<file path="config.mk">
export PLATFORM = sky130hd
export DESIGN_NAME = ant_trail_recorder
export DESIGN_NICKNAME = d
export VERILOG_FILES = /design/src/rtl/ant_pkg.sv /design/src/rtl/ant_path_stack.sv /design/src/rtl/ant_trail_recorder.sv
export SDC_FILE = /design/constraint.sdc
export NUM_CORES = 1
export LEC_CHECK = 0
export CORE_AREA = 5 5 113 142
export CTS_BUF_LIST = sky130_fd_sc_hd__clkbuf_2 sky130_fd_sc_hd__clkbuf_4 sky130_fd_sc_hd__clkbuf_8
export DETAILED_ROUTE_END_ITERATION = 12
export DIE_AREA = 0 0 118 147
export PLACE_DENSITY = 0.71
export RECOVER_POWER = 25
export SLEW_MARGIN = 0
export SYNTH_ARGS = -nofsm -noshare
export SYNTH_HDL_FRONTEND = slang
export SYNTH_SLANG_ARGS = --single-unit
export TNS_END_PERCENT = 100
</file>
<file path="constraint.sdc">
create_clock -name clk -period 13.2 [get_ports clk]
set_input_delay 1.32 -clock clk [delete_from_list [all_inputs] [get_ports clk]]
set_output_delay 1.32 -clock clk [all_outputs]
set_load 0.05 [all_outputs]
</file>
<file path="src/rtl/ant_pkg.sv">
// Shared definitions for the ant maze: move encoding and recorder FSM states.
package ant_pkg;

    localparam logic [1:0] FWD    = 2'b00;
    localparam logic [1:0] TURN_R = 2'b01;
    localparam logic [1:0] TURN_L = 2'b10;
    localparam logic [1:0] STAY   = 2'b11;

    typedef enum logic [1:0] {
        StRec    = 2'd0,
        StReplay = 2'd1,
        StDone   = 2'd2
    } ant_state_e;

    // Opposite turns back to back undo each other.
    function automatic logic is_cancel(logic [1:0] mv, logic [1:0] top);
        return ((mv == TURN_R) && (top == TURN_L)) || ((mv == TURN_L) && (top == TURN_R));
    endfunction

endpackage

</file>
<file path="src/rtl/ant_path_stack.sv">
// Path storage: a register stack with push/pop, a top-of-stack view and an
// indexed read port used for oldest-first replay. Data words have no reset.
module ant_path_stack
    import ant_pkg::*;
#(
    parameter int unsigned DEPTH = 64,
    parameter int unsigned AW    = $clog2(DEPTH)
) (
    input  logic          clk,
    input  logic          rst_n,
    input  logic          push_i,
    input  logic          pop_i,
    input  logic [1:0]    wr_data_i,
    input  logic [AW-1:0] rd_idx_i,
    output logic [1:0]    top_o,
    output logic [1:0]    rd_data_o,
    output logic [AW:0]   count_o,
    output logic          full_o,
    output logic          empty_o
);

    logic [1:0]    mem_q [DEPTH];
    logic [AW:0]   count_q, count_d;
    logic [AW-1:0] top_idx;

    // Stack pointer update; the caller never asks for push and pop together.
    always_comb begin
        count_d = count_q;
        if (pop_i) begin
            count_d = count_q - (AW+1)'(1);
        end else if (push_i) begin
            count_d = count_q + (AW+1)'(1);
        end
    end

    // Stack pointer register.
    always_ff @(posedge clk or negedge rst_n) begin
        if (!rst_n) begin
            count_q <= '0;
        end else begin
            count_q <= count_d;
        end
    end

    // Storage write at the current fill level; push is only issued when not full.
    always_ff @(posedge clk) begin
        if (push_i) begin
            mem_q[count_q[AW-1:0]] <= wr_data_i;
        end
    end

    // Low bits wrap correctly when count == DEPTH (top index DEPTH-1).
    assign top_idx   = count_q[AW-1:0] - AW'(1);
    assign full_o    = count_q[AW];
    assign empty_o   = (count_q == '0);
    assign top_o     = empty_o ? FWD : mem_q[top_idx];
    assign rd_data_o = mem_q[rd_idx_i];
    assign count_o   = count_q;

endmodule

</file>
<file path="src/rtl/ant_trail_recorder.sv">
// Records the ant's net path (blocked moves dropped, opposite turns cancelled)
// and replays it oldest-first through a valid/request port once the ant escapes.
module ant_trail_recorder
    import ant_pkg::*;
#(
    parameter int unsigned DEPTH = 64,
    parameter int unsigned AW    = $clog2(DEPTH)
) (
    input  logic        clk,
    input  logic        rst_n,
    input  logic [1:0]  move,
    input  logic        hit,
    input  logic        escape,
    input  logic        rd_req,
    output logic        rd_valid,
    output logic [1:0]  rd_move,
    output logic [AW:0] count,
    output logic        overflow,
    output logic        done
);

    ant_state_e    state_q, state_d;
    logic [AW-1:0] rd_ptr_q, rd_ptr_d;
    logic          overflow_q, overflow_d;

    logic          push, pop;
    logic [1:0]    top_move, rd_data;
    logic          full, empty;
    logic [AW:0]   cnt_after;
    logic [AW:0]   rd_next;

    ant_path_stack #(
        .DEPTH (DEPTH),
        .AW    (AW)
    ) u_stack (
        .clk       (clk),
        .rst_n     (rst_n),
        .push_i    (push),
        .pop_i     (pop),
        .wr_data_i (move),
        .rd_idx_i  (rd_ptr_q),
        .top_o     (top_move),
        .rd_data_o (rd_data),
        .count_o   (count),
        .full_o    (full),
        .empty_o   (empty)
    );

    // Next-state: record/cancel moves, pick the exit state on escape, advance replay.
    always_comb begin
        state_d    = state_q;
        rd_ptr_d   = rd_ptr_q;
        overflow_d = overflow_q;
        push       = 1'b0;
        pop        = 1'b0;
        cnt_after  = count;
        // Wide enough to compare against count == DEPTH on the last read.
        rd_next    = {1'b0, rd_ptr_q} + (AW+1)'(1);
        case (state_q)
            StRec: begin
                if ((move != STAY) && !hit) begin
                    // Cancel is checked before fullness so a full stack can still shrink.
                    if (!empty && is_cancel(move, top_move)) begin
                        pop       = 1'b1;
                        cnt_after = count - (AW+1)'(1);
                    end else if (!full) begin
                        push      = 1'b1;
                        cnt_after = count + (AW+1)'(1);
                    end else begin
                        overflow_d = 1'b1;
                    end
                end
                if (escape) begin
                    state_d = (cnt_after != '0) ? StReplay : StDone;
                end
            end
            StReplay: begin
                if (rd_req) begin
                    rd_ptr_d = rd_next[AW-1:0];
                    if (rd_next == count) begin
                        state_d = StDone;
                    end
                end
            end
            StDone: begin
                state_d = StDone;
            end
            default: begin
                state_d = StRec;
            end
        endcase
    end

    // State, replay pointer and sticky overflow registers.
    always_ff @(posedge clk or negedge rst_n) begin
        if (!rst_n) begin
            state_q    <= StRec;
            rd_ptr_q   <= '0;
            overflow_q <= 1'b0;
        end else begin
            state_q    <= state_d;
            rd_ptr_q   <= rd_ptr_d;
            overflow_q <= overflow_d;
        end
    end

    assign rd_valid = (state_q == StReplay);
    assign rd_move  = rd_valid ? rd_data : FWD;
    assign done     = (state_q == StDone);
    assign overflow = overflow_q;

endmodule

</file>
* Word level (Yosys, flattened, before mapping) *
Memory sizes are Yosys's and may differ from the RTL's.
Cells that the tools add are included.

operators by class
  add/subtract/negate cells = 4
  equal/unequal tests = 11
  multiplexer cells = 22
  bitwise operators = 1
  reductions and logical operators = 14

operators with widths
  operator                                                            number
  7-bit 2-to-1 mux                                                    6
  2-bit 2-to-1 mux                                                    6
  1-bit 2-to-1 mux                                                    9
  6-bit by 1-bit adder with 7-bit output, second input constant       1
  7-bit by 1-bit adder with 7-bit output, second input constant       1
  7-bit == test                                                       1
  7-bit zero test                                                     1
  7-bit nonzero test                                                  1
  7-bit by 1-bit subtractor with 7-bit output, second input constant  1
  2-bit by 1-bit == test with 1-bit output, second input constant     3
  2-bit == test, second input constant                                3
  2-bit != test, second input constant                                3
  2-bit one-hot mux with 3 select lines                               1
  6-bit by 1-bit subtractor with 6-bit output, second input constant  1
  1-bit logical AND                                                   4
  4-bit AND reduction                                                 1
  3-bit AND reduction                                                 1
  1-bit zero test                                                     2
  2-bit zero test                                                     1
  2-bit by 1-bit != test with 1-bit output, second input constant     1
  2-bit AND reduction                                                 1
  2-bit nonzero test                                                  1
  1-bit logical OR                                                    1
  1-bit inverter                                                      1

storage, ports and cells
  register bits after elaboration = 16
  memory bits (writable) = 128
  input bits = 7
  output and inout bits = 12
  word-level logic and storage cells = 57
  memories kept = 1

memory list
  name           words  width  read ports  clocked after memory_dff  wr ports  line                  source
  u_stack.mem_q  64     2      2           0                         1         ant_path_stack.sv:22  logic [1:0] mem_q [DEPTH];

* Depth between registers and ports, before layout *
An unclocked memory read counts as a cell.

  depth after elaboration = 14
  depth in mapped cells = 17
  mapped depth without buffers = 11

* By module *
Synthesis repeated with hierarchy kept, for this count alone.

unflattened totals
  cell total of the unflattened synthesis = 569
  area total of the unflattened synthesis = 8112.8 µm²

by module, submodules not included
  module              times used  cells an instance  area each (µm²)  sequential area each (µm²)
  ant_path_stack      1           443                7031.7           4018.9
  ant_trail_recorder  1           126                1081.0           225.2

* Worst setup path before layout *
No wires, ideal clock.

  path type = register to register
  start point = register u_stack.count_q[0], in the netlist u_stack.count_o[0]
  end point = memory u_stack.mem_q[36][0], enable pin
  setup time = 0.304 ns
  arrival = 4.409 ns
  data required time = 12.896 ns
  setup slack = 8.487 ns
  stages on the path, launching flop included = 18
  path buffers = 6
  period minus slack after synthesis = 4.713 ns
  cells stage by stage = dfrtp_1 > buf_4 > buf_4 > inv_2 > ha_1 > clkbuf_1 > buf_1 > mux4_2 > mux2_2 > nand2_1 > nand3_1 > nand4_1 > mux2_4 > nand4_1 > buf_2 > or4b_1 > buf_4 > nor2_2

between the ends
  longest elaborated chain between the ends = 12
  elaborated cells between the ends (all ways) = 16
  those cells by class = add/sub: 1; eq/ne: 2; mux: 6; reduce/logical: 6; memory: 1

ends and longest elaborated chain
  element                                                                           line                      source
  start: declaration                                                                ant_path_stack.sv:23      logic [AW:0] count_q, count_d;
  start signal: assignment                                                          ant_path_stack.sv:41      count_q <= count_d;
  6-bit by 1-bit subtractor with 6-bit output                                       ant_path_stack.sv:53      assign top_idx = count_q[AW-1:0] - AW'(1);
  memory 64 x 2 bit                                                                 -
  2-bit 2-to-1 mux                                                                  ant_path_stack.sv:56      assign top_o = empty_o ? FWD : mem_q[top_idx];
  2-bit == test / 2-bit by 1-bit == test with 1-bit output (equally long branches)  ant_pkg.sv:17             return ((mv == TURN_R) && (top == TURN_L)) || ((mv == TURN_L) && (top == TURN_R));
  1-bit logical AND                                                                 ant_pkg.sv:17
  1-bit logical OR                                                                  ant_pkg.sv:17
  1-bit logical AND                                                                 ant_trail_recorder.sv:63  if (!empty && is_cancel(move, top_move)) begin
  1-bit 2-to-1 mux                                                                  ant_trail_recorder.sv:63
  1-bit 2-to-1 mux                                                                  ant_trail_recorder.sv:61  if ((move != STAY) && !hit) begin
  1-bit 2-to-1 mux                                                                  ant_trail_recorder.sv:59  case (state_q)
  1-bit 2-to-1 mux                                                                  ant_path_stack.sv:47      if (push_i) begin
  1-bit 2-to-1 mux (not written as such)                                            ant_path_stack.sv:48      mem_q[count_q[AW-1:0]] <= wr_data_i;
  end: declaration                                                                  ant_path_stack.sv:22

Parallel ways exist; a longest one is shown, timed or not.

* Worst setup path in the final report *
  start point = input port move[1]
  end point = memory u_stack.mem_q[36][0], enable pin

between the ends
  longest elaborated chain between the ends = 9
  elaborated cells between the ends (all ways) = 13
  those cells by class = eq/ne: 3; mux: 5; reduce/logical: 5

ends and longest elaborated chain
  element                                                                           line                      source
  start: declaration                                                                ant_trail_recorder.sv:11  input logic [1:0] move,
  2-bit by 1-bit == test with 1-bit output / 2-bit == test (equally long branches)  ant_pkg.sv:17
  1-bit logical AND                                                                 ant_pkg.sv:17
  1-bit logical OR                                                                  ant_pkg.sv:17
  1-bit logical AND                                                                 ant_trail_recorder.sv:63
  1-bit 2-to-1 mux                                                                  ant_trail_recorder.sv:63
  1-bit 2-to-1 mux (*)                                                              ant_trail_recorder.sv:61
  1-bit 2-to-1 mux (*)                                                              ant_trail_recorder.sv:59
  1-bit 2-to-1 mux (*)                                                              ant_path_stack.sv:47
  1-bit 2-to-1 mux (not written as such) (*)                                        ant_path_stack.sv:48

Every way passes the cells marked *; elsewhere a longest branch is shown, timed or not.

==> impl_results.md <==
* Status: complete, but fails checks
* Failing checks: max-capacitance violations, max-slew violations
* Avg Cell Area, Syn at between 10 and 15 um2
* LEAKAGE at approximately 0.0027 uW
* WHS Endpoint: overflow$_DFFE_PN0P_
* Sequential element share of the synthesized area at a little over half
* Gate Count Post-Synth at approximately 550
* Vias in the first global route at 5226
* Worst R2R End: u_stack.mem_q[36][0]$_DFFE_PP_
* Row count at 50
* Top cells by area, synth: edfxtp_1, mux4_2, dfrtp_1, nor2_1, nand3_1
* Residual DRC at 0
* Share of cells above drive strength 1 at 23.8%
* Largest net degree at the start of global routing at 68
* Avg Vias per Cell at a little under 7
* Starting DRT DRC Count at 696
* Post-CTS setup buffers at 0
* CTS tree: built
* GP Congestion at between 0.8 and 0.9
* Top-count cell post-synth: edfxtp_1
* Overall power at about 2000 uW
* Initial antenna violation count at 0
* Crit Path Class: in2reg
* Pwr per Cell Area at 232 nW/um2
* Post-cts sizing count at 0
* CP required at around 13 ns
* R2R depth at 12
* Post-synth design cell area at 7860 um2
* Worst Hold Launch: overflow$_DFFE_PN0P_
* CP arrival at 5.58 ns
* Slew @ Worst Pin at 2.91 ns
* Ports at 19
* Antenna-violating nets left at 0
* CTS H-tree lvls at 4
* Die W at 118 um
* First-pass GRT wire length at about 31 mm
* Yosys cell types at 61
* Post-place setup slack at 8.00 ns
* Pre-Repair DR Iteration Count at 5
* Clk pwr share at approximately 18%
* Fmax at roughly 180 MHz
* GRT Total Usage at between 20% and 30%
* Number of antenna repair diodes at 0
* Worst Path Max Fanout at between 60 and 70
* Port-buffer cells at 18
* Hold Path Stages at 1
* Nets at about 560
* CP Capture Type: register
* Headroom to the max-slew limit at -94.3%
* Sequential power share at ~30%
* Final Hold Viols at 0
* Max-slew violations at between 100 and 150
* Area leader, netlist: edfxtp_1
* Core Area at between 10000 and 15000 um2
* Final HPWL DP at 12.4 mm
* Ys flop type: edfxtp_1
* Die footprint at 17300 um2
* Vias at 5073
* Share of the synthesized area in the top cell type at between 40 and 50%
* YS warnings at 0
* Hold slack at 0.501 ns
* CTS Hold Buffers Added at 0
* Final count of negative-setup-slack endpoints at 0
* Num CTS Buffers at 17
* # clock sinks at ~140
* Overflow after GRT at 0
* Crit start category: primary input
* Clk buf depth at 2
* Total wire length at 19.0 mm
* Post-DR wirelength/cell at 25.8 um
* Mapped Nets at approximately 560
* Switching Fraction at a little over two fifths
* Final min period at roughly 5.4 ns
* Max_cap viols at 2
* Setup WS post-layout at roughly 7.8 ns
* Die Ht at between 100 and 150 um
* RSZ-0062 raised after global routing: false
* P_int at ~1100 uW
* Post-synthesis register bit count at between 100 and 150
* Part of the cycle the worst path needs at between 40% and 50%
* Setup TNS Final at 0 ns
* R2R Path Start: u_stack.count_o[0]$_DFFE_PN0P_
* Root Driver: clkbuf_8
* Post-synth EDFFs at 128
* Clk pin slew, worst setup/hold paths at 0.09 ns
* Comb pwr share at approximately 52%
* Async SR Flop Fraction at 11.1%
* Area delta synth->final at 8.01%
* Sw Pwr at around 820 uW
* Worst VDD drop at between 0.2 and 0.3 mV
* Clock insertion delay at the later pin of the skew report at roughly 0.44 ns
* Clock Skew at ~0.017 ns
* Starting Density at a little over half
* Min-Delay Path Class: reg2reg
* List of most frequent post-synthesis cells: edfxtp_1, mux4_2, nor2_1, nand3_1, nand2_1
* R2R Setup Slk at about 8 ns
[registers in the layout, indices dropped and copies added, names as in the netlist]
signal,flops
overflow,1
rd_ptr_q,6
state_q,2
u_stack.count_o,7
u_stack.mem_q,128
[worst max-delay path by stage]
stage                                   start                             end
2_1_floorplan  u_stack.count_o[0]$_DFFE_PN0P_  u_stack.mem_q[36][0]$_DFFE_PP_
3_3_place_gp   u_stack.count_o[0]$_DFFE_PN0P_  u_stack.mem_q[38][0]$_DFFE_PP_
3_5_place_dp   u_stack.count_o[0]$_DFFE_PN0P_  u_stack.mem_q[35][0]$_DFFE_PP_
4_1_cts               rd_ptr_q[0]$_DFFE_PN0P_                      rd_move[1]
5_1_grt                               move[1]  u_stack.mem_q[34][1]$_DFFE_PP_
6_report                              move[1]  u_stack.mem_q[36][0]$_DFFE_PP_
[through the flow]
| step | util [%] | instance area (um2) | cells |
|---|---|---|---|
| finish | 58.0 | 8490 | 736 |
| global route | 58.0 | 8490 | 736 |
| CTS | 58.1 | 8500 | 736 |
| detailed placement | 55.3 | 8090 | 705 |
| global placement | 55.3 | 8090 | 705 |
| floorplan | - | 7860 | 546 |
[layout by cell type, fill, tap and decap left out, types with 4 or more instances in the layout]
master           count
nand3_1             25
dfrtp_1             14
o211ai_1            11
clkbuf_8            17
o22ai_1              4
or4b_1               4
mux2i_1              5
mux4_2              74
a21oi_1              6
nand2_1             21
xnor2_1             12
or3_1               10
buf_4                5
o21ai_0              5
ha_1                 8
edfxtp_1           128
xor2_1               9
nor2_1              68
nand4_1              7
and2_1               4
clkinvlp_4           4
a31oi_1              5
inv_1               14
nor2_2               8
clkdlybuf4s50_1     15
[cell type report]
type	count	area, um2
repair buffers	25	215
flip-flops and latches	144	4250
multi-input cells	338	3340
inverters	16	60.1
fillers	1150	6150
clock inverters	13	163
clock buffers	18	241
well taps	182	228
[cell families after synthesis]
logic type,Yosys count,share of synthesized area [%]
adders and majority gates,8,1.27
muxes,83,22.5
AOI/OAI and AO/OA,53,5.19
and+or+nand+nor,172,11.0
xor gates and xnor gates,22,2.55
DFF,144,54.0
buffers and inverters,64,3.57
[power by group through the flow]
stage / sequential (uW) / combinational [uW] / clock [uW]
after detailed placement: 599 / 1020 / 0
after global routing: 596 / 1090 / 386
after CTS: 588 / 1020 / 365
final: 590 / 1020 / 360
after global placement: 596 / 1000 / 0
after floorplan: 576 / 788 / 0
[worst max-delay path, cell delays in order]
cell      delay [ns]
buf_2           0.07
clkbuf_1        2.03
a21oi_1         0.85
nand4_1         0.65
or4b_1          0.48
nor2_2          0.10
[layer usage]
metal	GRT usage (%)	up-vias	part of all wire, %
li1	-	2152	-
met1	28.9	2598	37
met2	39.8	281	52
met3	3.97	42	7.5
met4	8.95	0	3.0
met5	0	-	0
(Power assumes the default switching activity.)
